`config.mk`:
```
export PLATFORM = sky130hd
export DESIGN_NAME = seq_divider
export DESIGN_NICKNAME = d
export VERILOG_FILES = /design/src/rtl/seq_divider.sv
export SDC_FILE = /design/constraint.sdc
export NUM_CORES = 1
export LEC_CHECK = 0
export BUFFER_PORTS_ARGS = -buffer_cell sky130_fd_sc_hd__buf_4
export CAP_MARGIN = 0
export CORE_UTILIZATION = 57
export CTS_BUF_LIST = sky130_fd_sc_hd__clkbuf_8
export DETAILED_ROUTE_END_ITERATION = 12
export GPL_TIMING_DRIVEN = 0
export PLACE_DENSITY = 0.81
export SETUP_SLACK_MARGIN = 0.4
export SYNTH_ARGS = -nofsm -noshare
export SYNTH_HDL_FRONTEND = slang
export SYNTH_SLANG_ARGS = --single-unit
```
`constraint.sdc`:
```
create_clock -name CLK -period 2.35 [get_ports CLK]
set_input_delay 0.235 -clock CLK [delete_from_list [all_inputs] [get_ports CLK]]
set_output_delay 0.235 -clock CLK [all_outputs]
set_load 0.1 [all_outputs]
```
`src/rtl/seq_divider.sv`:
```
// Sequential restoring divider: DIVIDEND_W-bit dividend / DIVISOR_W-bit divisor,
// one quotient bit per clock, start/busy/done handshake, divide-by-zero flag.
module seq_divider #(
    parameter int DIVIDEND_W = 8,
    parameter int DIVISOR_W  = 4
) (
    input  logic                  CLK,
    input  logic                  reset,
    input  logic                  start,
    input  logic [DIVIDEND_W-1:0] dividend,
    input  logic [DIVISOR_W-1:0]  divisor,
    output logic                  busy,
    output logic                  done,
    output logic                  div_by_zero,
    output logic [DIVIDEND_W-1:0] quotient,
    output logic [DIVISOR_W-1:0]  remainder
);
    localparam int CNT_W = $clog2(DIVIDEND_W + 1);

    typedef enum logic [1:0] {IDLE, RUN, DONE} state_t;

    state_t                state_reg, state_next;
    logic [DIVIDEND_W-1:0] q_reg, q_next;
    logic [DIVISOR_W:0]    r_reg, r_next;
    logic [DIVISOR_W-1:0]  dvs_reg, dvs_next;
    logic [CNT_W-1:0]      cnt_reg, cnt_next;
    logic [DIVIDEND_W-1:0] quot_reg, quot_next;
    logic [DIVISOR_W-1:0]  rem_reg, rem_next;
    logic                  dbz_reg, dbz_next;

    // One restoring step: shift {R,Q} left, subtract the divisor if it fits.
    logic [DIVISOR_W+1:0]  shifted;
    logic                  fits;
    logic [DIVISOR_W:0]    r_step;
    logic [DIVIDEND_W-1:0] q_step;

    always_comb begin
        shifted = {r_reg, q_reg[DIVIDEND_W-1]};
        fits    = shifted >= (DIVISOR_W+2)'(dvs_reg);
        r_step  = fits ? (DIVISOR_W+1)'(shifted - (DIVISOR_W+2)'(dvs_reg))
                       : (DIVISOR_W+1)'(shifted);
        q_step  = {q_reg[DIVIDEND_W-2:0], fits};
    end

    always_ff @(posedge CLK) begin
        if (!reset) begin
            state_reg <= IDLE;
            q_reg     <= '0;
            r_reg     <= '0;
            dvs_reg   <= '0;
            cnt_reg   <= '0;
            quot_reg  <= '0;
            rem_reg   <= '0;
            dbz_reg   <= 1'b0;
        end else begin
            state_reg <= state_next;
            q_reg     <= q_next;
            r_reg     <= r_next;
            dvs_reg   <= dvs_next;
            cnt_reg   <= cnt_next;
            quot_reg  <= quot_next;
            rem_reg   <= rem_next;
            dbz_reg   <= dbz_next;
        end
    end

    always_comb begin
        state_next = state_reg;
        q_next     = q_reg;
        r_next     = r_reg;
        dvs_next   = dvs_reg;
        cnt_next   = cnt_reg;
        quot_next  = quot_reg;
        rem_next   = rem_reg;
        dbz_next   = dbz_reg;
        unique case (state_reg)
            IDLE: begin
                if (start) begin
                    if (divisor == '0) begin
                        quot_next  = '1;
                        rem_next   = '0;
                        dbz_next   = 1'b1;
                        state_next = DONE;
                    end else begin
                        q_next     = dividend;
                        r_next     = '0;
                        dvs_next   = divisor;
                        cnt_next   = '0;
                        dbz_next   = 1'b0;
                        state_next = RUN;
                    end
                end
            end
            RUN: begin
                q_next   = q_step;
                r_next   = r_step;
                cnt_next = cnt_reg + 1'b1;
                // The step taking the counter to DIVIDEND_W is the last one.
                if (cnt_reg == CNT_W'(DIVIDEND_W - 1)) begin
                    quot_next  = q_step;
                    rem_next   = r_step[DIVISOR_W-1:0];
                    state_next = DONE;
                end
            end
            DONE: state_next = IDLE;
            default: state_next = IDLE;
        endcase
    end

    assign busy        = (state_reg == RUN);
    assign done        = (state_reg == DONE);
    assign div_by_zero = dbz_reg;
    assign quotient    = quot_reg;
    assign remainder   = rem_reg;
endmodule

```
==> summary.txt <==
Synth
  • Synth Area in Adders: 4.681%
  • Number of cells produced by synthesis: 203
  • Yosys reg bits: 36
  • Number of warnings issued by yosys: 0
  • Avg Cell Area, Syn: 8.691 um2
  • Area fraction in compound gates after synthesis: 23.33%
  • Simple logic cell fraction of the synthesized area: 23.83%
  • Synthesized cell area: 0.001764 mm2
  • Most used DFF post-synth: dfxtp_1
  • Largest family of logic cells by synthesized area: simple AND/OR/NAND/NOR gates
  • Ys async rst share: 0%
  • Sequential fraction of the synthesis area: 40.85%
  • Mapped Nets: 224
  • XOR/XNOR Fraction of Synth Area: 1.489%
  • Synth unique cells: 44
  • Post-synthesis mux area share: 0.5674%
  • Number of enable flip-flop cells after synthesis: 0

Critical path
  • CP Data Required Time: 2580 ps
  • Worst R2R End: remainder[2]$_SDFFE_PN0P_
  • R2R Setup Slk: 430 ps
  • Startpoint Class: register
  • CP Capture Type: register
  • Worst Reg-to-Reg Cells: 8
  • CP arrival: 2150 ps
  • Crit-path max FO: 4
  • Reg-to-reg startpoint: q_reg[7]$_SDFFE_PN0P_
  • Worst Setup Path Type: reg2reg

Min path
  • Hold_sp: divisor[3]
  • WHS Endpoint: dvs_reg[3]$_SDFFE_PN0P_
  • Hold Path Depth: 3
  • Hold Crit Class: in2reg

Clocking
  • CTS HTree Levels: 2
  • CTS tree: built
  • CTS sink cnt: 36
  • Clock Tree Buf Depth: 2
  • Root Buffer: clkbuf_8
  • Clock slew at reported path FFs: 70 ps
  • CTS buffer count: 5
  • Clk_lat worst skew: 290 ps

Global routing
  • Largest net degree at the start of global routing: 13
  • Overflow after GRT: 0
  • Total GRT Usage: 28.20%
  • Initial antenna violation count: 0
  • Global Route met2 Usage: 47.51%
  • Vias in the first global route: 1528
  • Global Route met1 Usage: 34.76%
  • Met3 GRT Util: 6.920%
  • Grt peak-use layer: met2
  • First-pass GRT wire length: 6.989 mm

Timing
  • Final Hold Slack: 211.3 ps
  • Worst slew margin: 69.35%
  • Unrepaired setup endpoints after global routing: no
  • Fin crit share: 81.60%
  • Fin. Hold Viols: 0
  • Setup violators final: 0
  • Final min period: 1917 ps
  • Setup TNS: 0 ps
  • Fmax achieved: 521.5 MHz
  • Setup Skew: 4.614 ps
  • Slew @ Worst Pin: 459.8 ps
  • Max Slew Vio Count: 0

Run status
  • Violated checks: design-rule violations
  • Outcome: finished, violations left

Final layout
  • Ant diodes: 0
  • Most common cell after layout, fill and taps aside: nand2_1
  • Most frequent cells in the layout: 35 x nand2_1, 33 x dfxtp_1, 30 x buf_4
  • Reg area: 724.4 um2
  • Area of the multi-input gates: 0.001020 mm2
  • Filler cell count: 207
  • Fin nets: 263
  • Layout cells sized above 1: 26.75%
  • Layout area overhead: 25.39%

Place
  • IO Port Bufs: 28
  • Hpwl dp: 3.064 mm
  • GPL Wtd Cong: 0.8232

Routing
  • Post-Route WL: 4.383 mm
  • Routed via count: 1605
  • Drt initial violations: 74
  • WL/cell: 16.00 um
  • DRC viols: 2
  • Vias per std cell: 5.858
  • Post-DRT Antenna Nets: 0
  • Drt first pass iters: 8

Power
  • PwrDens: 700.8 mW/mm2
  • Leak Pwr: 0.9750 nW
  • Peak VDD IR: 0.5694 mV
  • Design Power: 1.550 mW

Floorplan
  • # IOs: 30
  • Die W: 57.64 um
  • Die Y: 57.64 um
  • Core Footprint: 0.002853 mm2
  • Die ar.: 0.003322 mm2
  • Initial core utilization: 61.84%
  • Rows: 19

Run
  • Max Cap Viol: 0
[per-stage QoR]
step	area, um2	utilization [%]	worst slack [ps]	instances
3_3_place_gp	2027	71.05	282.0	262
5_1_grt	2212	77.54	361.9	274
3_5_place_dp	2027	71.05	218.5	262
2_1_floorplan	1778	-	415.1	203
4_1_cts	2143	75.13	378.6	271
6_report	2212	77.54	432.5	274
[report_power, final]
group | switching, mW | total (mW) | internal, mW | leakage (nW)
clock network | 0.228 | 0.435 | 0.206 | 0.0479
logic | 0.251 | 0.436 | 0.185 | 0.632
registers | 0.0344 | 0.680 | 0.646 | 0.295
total | 0.513 | 1.55 | 1.04 | 0.975
[area by class of cell]
type / count / area share [%]
tap: 31 / 1.753
clock inverter: 3 / 0.8484
clock buffer: 5 / 3.111
multi-input combinational: 149 / 46.10
inverter: 7 / 1.188
sequential: 36 / 32.75
buffer: 11 / 3.054
timing repair buffer: 32 / 11.20
[what timing repair did]
item,CTS,global route
hold buffers,0,0
buffers inserted,1,3
endpoints found under the setup margin,10,10
resized for setup,5,17
pin swaps,1,4
gates cloned,0,0
[critical path: stages, from the launching register on]
cell	delay [ps]
dfxtp_1	330
inv_2	60
ha_4	160
fa_2	360
nand2b_4	160
a21oi_4	210
nor3_4	70
or3b_1	370
a21boi_1	130
[Yosys cell counts (all sizes together), types with 2 or more instances]
library cell | instances | area (um2)
o21a | 2 | 15.01
a21boi | 10 | 75.07
a21o | 2 | 15.01
a21oi | 9 | 48.80
ha | 5 | 62.56
nand4 | 2 | 18.77
a32oi | 4 | 35.03
nor3 | 3 | 20.02
nand3 | 9 | 45.04
nand2 | 35 | 131.4
xnor2 | 2 | 17.52
o21ai | 16 | 80.08
a22oi | 3 | 22.52
nand2b | 3 | 18.77
nor2 | 4 | 15.01
buf | 7 | 51.30
or3 | 2 | 12.51
inv | 7 | 26.28
dfxtp | 36 | 720.7
and3 | 2 | 12.51
nor2b | 9 | 56.30
and2 | 6 | 37.54
clkbuf | 4 | 15.01
o211a | 8 | 80.08
[logic make-up (layout without fill, tap and decap cells)]
family                     after synthesis  in the layout
AOI/OAI and AO/OA                       58             58
and+or+nand+nor                         81             81
xor gates and xnor gates                 3              3
DFF                                     36             36
buffers and inverters                   18             58
adders and majority gates                6              6
muxes                                    1              1
[how the worst max path moves through the flow]
stage / slack (ps) / endpoint / depth (start not counted) / from
finish: 430 / remainder[2]$_SDFFE_PN0P_ / 8 / q_reg[7]$_SDFFE_PN0P_
global route: 360 / r_reg[4]$_SDFFE_PN0P_ / 8 / dvs_reg[3]$_SDFFE_PN0P_
CTS: 380 / remainder[2]$_SDFFE_PN0P_ / 7 / dvs_reg[1]$_SDFFE_PN0P_
detailed placement: 220 / remainder[2]$_SDFFE_PN0P_ / 8 / q_reg[7]$_SDFFE_PN0P_
global placement: 280 / remainder[2]$_SDFFE_PN0P_ / 8 / q_reg[7]$_SDFFE_PN0P_
floorplan: 420 / remainder[2]$_SDFFE_PN0P_ / 8 / q_reg[7]$_SDFFE_PN0P_
[layer usage]
metal / vias to the layer above / routed length [um] / part of all wire [%]
met4: 0 / 44 / 1.0
li1: 795 / - / -
met3: 6 / 204 / 4.7
met1: 760 / 1904 / 43
met2: 44 / 2229 / 51
met5: - / 0 / 0
(Power assumes the default switching activity.)
